[src/rtl/memory_controller.sv]
// Single-port synchronous RAM behind a request/ready handshake.
// A request is captured in IDLE, optionally delayed by WAIT_STATES cycles, then performed in ACCESS.
module memory_controller #(
  parameter int ADDR_WIDTH  = 8,
  parameter int DATA_WIDTH  = 8,
  parameter int WAIT_STATES = 0
) (
  input  logic                  clk,
  input  logic                  reset,
  input  logic                  read_en,
  input  logic                  write_en,
  input  logic [DATA_WIDTH-1:0] data_in,
  input  logic [ADDR_WIDTH-1:0] addr,
  output logic [DATA_WIDTH-1:0] data_out,
  output logic                  ready
);

  localparam int DEPTH = 2 ** ADDR_WIDTH;
  // Counter is loaded with WAIT_STATES-1 so ACCESS lands exactly WAIT_STATES edges after capture.
  localparam logic [3:0] WAIT_LOAD = (WAIT_STATES > 0) ? 4'(WAIT_STATES - 1) : 4'd0;

  typedef enum logic [1:0] {
    S_IDLE,
    S_WAIT,
    S_ACCESS
  } state_t;

  state_t                  state, state_nxt;
  logic [3:0]              cnt, cnt_nxt;
  logic                    capture;
  logic [ADDR_WIDTH-1:0]   addr_p0;
  logic [DATA_WIDTH-1:0]   data_p0;
  logic                    wr_p0;
  logic [DATA_WIDTH-1:0]   mem [DEPTH];

  always_comb begin
    state_nxt = state;
    cnt_nxt   = cnt;
    capture   = 1'b0;
    case (state)
      S_IDLE: begin
        if (write_en || read_en) begin
          capture = 1'b1;
          if (WAIT_STATES > 0) begin
            state_nxt = S_WAIT;
            cnt_nxt   = WAIT_LOAD;
          end else begin
            state_nxt = S_ACCESS;
          end
        end
      end
      S_WAIT: begin
        if (cnt == 4'd0) state_nxt = S_ACCESS;
        else             cnt_nxt   = cnt - 4'd1;
      end
      S_ACCESS: state_nxt = S_IDLE;
      default:  state_nxt = S_IDLE;
    endcase
  end

  always_ff @(posedge clk) begin
    if (reset) begin
      state <= S_IDLE;
      cnt   <= 4'd0;
      ready <= 1'b0;
    end else begin
      state <= state_nxt;
      cnt   <= cnt_nxt;
      ready <= (state == S_ACCESS);
    end
  end

  // Stage p0: request capture; only meaningful once IDLE has accepted a request.
  always_ff @(posedge clk) begin
    if (capture) begin
      addr_p0 <= addr;
      data_p0 <= data_in;
      wr_p0   <= write_en;
    end
  end

  // Stage access: storage update or registered read; reset abandons any pending access.
  always_ff @(posedge clk) begin
    if (reset) begin
      data_out <= '0;
      for (int i = 0; i < DEPTH; i++) mem[i] <= '0;
    end else if (state == S_ACCESS) begin
      if (wr_p0) mem[addr_p0] <= data_p0;
      else       data_out     <= mem[addr_p0];
    end
  end

endmodule

[config.mk]
export PLATFORM = sky130hd
export DESIGN_NAME = memory_controller
export DESIGN_NICKNAME = d
export VERILOG_FILES = /design/src/rtl/memory_controller.sv
export SDC_FILE = /design/constraint.sdc
export NUM_CORES = 2
export LEC_CHECK = 0
export CAP_MARGIN = 25
export CORE_ASPECT_RATIO = 0.7
export CORE_UTILIZATION = 31
export CTS_CLUSTER_DIAMETER = 30
export CTS_CLUSTER_SIZE = 8
export DETAILED_ROUTE_END_ITERATION = 8
export PLACE_DENSITY = 0.43
export SETUP_SLACK_MARGIN = 0.1
export SKIP_CTS_REPAIR_TIMING = 1
export SLEW_MARGIN = 20
export SYNTH_ARGS = -nofsm -noshare
export SYNTH_HDL_FRONTEND = slang
export SYNTH_SLANG_ARGS = --single-unit
[constraint.sdc]
create_clock -name clk -period 4 [get_ports clk]
set_input_delay 1.2 -clock clk [delete_from_list [all_inputs] [get_ports clk]]
set_output_delay 1.2 -clock clk [all_outputs]
set_load 0.02 [all_outputs]
==> key figures <==
Run status
  – Status: finished clean

Routing
  – Drt wl/cell: 30.77 um
  – Drt first pass iters: 7
  – Routed WL: 341400 um
  – Routed vias: 60761
  – DRC viols: 0
  – DR iter-0 viols: 7036
  – Final ANT Viol Nets: 0
  – DR vias/cell: 5.477

Critical path
  – Worst reg-to-reg setup slack: 110 ps
  – Critical Path AT: 4680 ps
  – Crit path kind: flip-flop to flip-flop
  – Startpoint types: flip-flop
  – Cell mode on critical path: a211oi_1
  – Critical path cell sequence: buf_12 > nand2b_1 > a211oi_1 > a211oi_1 > a2111oi_1 > o211ai_1 > nand4b_1 > nand3_1
  – Worst Path Max Fanout: 18
  – CP Data Required Time: 4790 ps
  – Slowest CP cell: a2111oi_1
  – Critical Path Sink Type: flip-flop
  – CP max stage delay: 960 ps

Clock tree
  – TritonCTS Sinks: 2075
  – TritonCTS clock tree: built
  – CTS buffer count: 433
  – Clock Path Buffers: 4
  – Clk pin slew, worst setup/hold paths: 50 ps
  – CTS Root Cell: clkbuf_16
  – CTS H-tree depth: 5
  – Clk_lat worst skew: 930 ps

Synthesis
  – Mapped cell area: 96980 um^2
  – Most instantiated cells after synthesis: edfxtp_1, and3_1, clkbuf_1
  – Synth unique cells: 73
  – #FFs+latches synth: 2075
  – Synth top area share: 63.94%
  – Fraction of registers with async set/reset: 0%
  – Synth Flop Type: edfxtp_1
  – Synth top area cells: edfxtp_1, and3_1, mux4_2
  – Mapped Cells: 6603
  – Most frequent cell after synthesis: edfxtp_1
  – Post-Syn Area per Cell: 14.69 um^2
  – Number of synthesized flops with an enable pin: 2065
  – Top cell type by total area after synthesis: edfxtp_1
  – Sequential-to-total area share from yosys stat: 64.15%
  – Synth Warn #: 0
  – Synth Net Count: 6623

Power
  – Pwr dens: 563.8 nW/um^2
  – Leak: 48.71 nW
  – Peak VDD IR: 0.3768 mV
  – Tot Pwr: 0.06633 W

STA
  – Setup Skew: 70.68 ps
  – Worst-Margin Slew: 1110 ps
  – Final setup violation count: 0
  – Achievable Freq: 0.2572 GHz
  – Period Utilization, post-route: 97.22%
  – Setup WS post-layout: 111.3 ps
  – Fin. max-slew vios: 0
  – RSZ-0062 raised after global routing: no
  – Fin crit period: 3889 ps
  – Setup tns final: 0 ps
  – Final-report hold violation count: 0
  – Relative slew slack: 25.80%

Hold path
  – Worst hold path type: flip-flop to flip-flop

Floorplanning
  – Die Y: 470.0 um
  – # rows: 171
  – # IOs: 29
  – Initial Util: 31.22%
  – Die area: 315100 um^2
  – Core area: 310700 um^2
  – Die W: 670.5 um

GRT
  – First-pass GRT wire length: 479000 um
  – Pin count of the biggest net entering global routing: 174
  – Overall Global Routing Usage: 21.07%
  – Antenna violations before repair: 26
  – Gr ovfl total: 0
  – Vias in the first global route: 59589

Placed design
  – Pre-CTS setup slack: 24.69 ps
  – Placed inst area: 103000 um^2
  – Detail Placement HPWL: 215500 um
  – # port buffers: 28
  – Routability congestion estimate: 0.8258

Layout
  – Post-layout net count: 6602
  – Area grow syn2layout: 21.32%
  – Final Instance Area: 117700 um^2
  – Fill cell count: 28852
  – Final Util: 37.87%
  – Share of cells above drive strength 1: 22.65%

Flow run
  – Max Cap Violations: 0
-- cell usage in the layout (no fill, tap or decap), types with 15 or more instances in the layout --
| master | Yosys | layout |
|---|---|---|
| nor2_1 | 119 | 98 |
| a21o_1 | 206 | 206 |
| nor2_4 | 0 | 20 |
| a221oi_1 | 22 | 22 |
| clkbuf_16 | 0 | 442 |
| buf_12 | 0 | 95 |
| or2_2 | 52 | 52 |
| and3_1 | 1652 | 1652 |
| a22oi_1 | 57 | 57 |
| nor2b_1 | 27 | 23 |
| mux2i_1 | 149 | 149 |
| o22ai_1 | 43 | 43 |
| o21ai_0 | 39 | 39 |
| mux4_2 | 437 | 437 |
| o32ai_1 | 17 | 17 |
| edfxtp_1 | 2065 | 2065 |
| buf_4 | 61 | 267 |
| nand3_1 | 39 | 39 |
| a21oi_1 | 28 | 26 |
| bufinv_16 | 0 | 70 |
| clkdlybuf4s50_1 | 0 | 27 |
| a22o_1 | 15 | 15 |
| clkinv_2 | 0 | 72 |
| clkbuf_1 | 685 | 68 |
| clkinvlp_4 | 0 | 33 |
| nand2_1 | 113 | 113 |
| nor3_1 | 24 | 21 |
| nand2b_1 | 19 | 19 |
| mux2_2 | 16 | 16 |
| a211oi_1 | 35 | 35 |
| clkinv_4 | 0 | 20 |
| clkinv_1 | 0 | 68 |
| and2_1 | 405 | 406 |
-- worst max-delay path, delay by kind of cell (launching register included) --
kind | cells | cell delay [ps]
buffers and inverters | 1 | 230
and+or+nand+nor | 3 | 870
DFF | 1 | 520
AOI/OAI and AO/OA | 4 | 2100
-- through the flow --
step                      hold slack [ps]  std cells
after floorplan                     446.1       6603
after global placement              549.0      10296
after detailed placement            540.5      10297
after CTS                           509.6      11082
after global routing                542.2      11086
final                               557.2      11094
-- power breakdown --
group | switching (W) | internal, W | leakage, nW
Sequential | 0.000324 | 0.0246 | 21.4
Clock | 0.0119 | 0.0245 | 7.08
Combinational | 0.00340 | 0.00157 | 20.2
-- kinds of logic (layout without fill, tap and decap cells) --
kind of cell | count (synthesis) | in the layout | synth area share [%]
mux | 616 | 616 | 12.25
compound gates | 555 | 555 | 4.229
buf+inv | 850 | 1179 | 3.805
other cells | 0 | 10 | 0
flops | 2075 | 2075 | 64.15
simple gates | 2507 | 2507 | 15.57
-- area by class of cell --
class / instances / area [um^2] / area share, %
clock buffers: 511 / 11330 / 9.629
well taps: 4152 / 5195 / 4.415
clock inverters: 274 / 3319 / 2.821
inverters: 1 / 6.256 / 0.005317
repair buffers: 393 / 4229 / 3.594
flip-flops and latches: 2075 / 62210 / 52.87
diodes: 10 / 25.02 / 0.02127
multi-input cells: 3678 / 31340 / 26.64
-- flip-flops by register name (all words and copies together) (netlist names) --
register,flops
addr_p0,8
mem,2048
wr_p0,1
data_p0,8
data_out,8
ready,1
state,1
-- per-layer routing --
layer | vias up | wire [um] | GRT usage (%)
li1 | 25863 | - | -
met2 | 2257 | 142800 | 29.58
met3 | 423 | 25790 | 4.589
met4 | 8 | 6372 | 4.383
met1 | 32210 | 166300 | 32.97
met5 | - | 46 | 0
-- worst paths after layout --
check	startpoint	to	depth (start not counted)
max reg2reg	addr_p0[0]$_DFFE_PP_	data_out[0]$_SDFFE_PP0P_	8
max	addr_p0[0]$_DFFE_PP_	data_out[0]$_SDFFE_PP0P_	8
min reg2reg	state[1]$_SDFFE_PP0P_	state[1]$_SDFFE_PP0P_	1
min	state[1]$_SDFFE_PP0P_	state[1]$_SDFFE_PP0P_	1
Power figures use the tool's default switching activity.
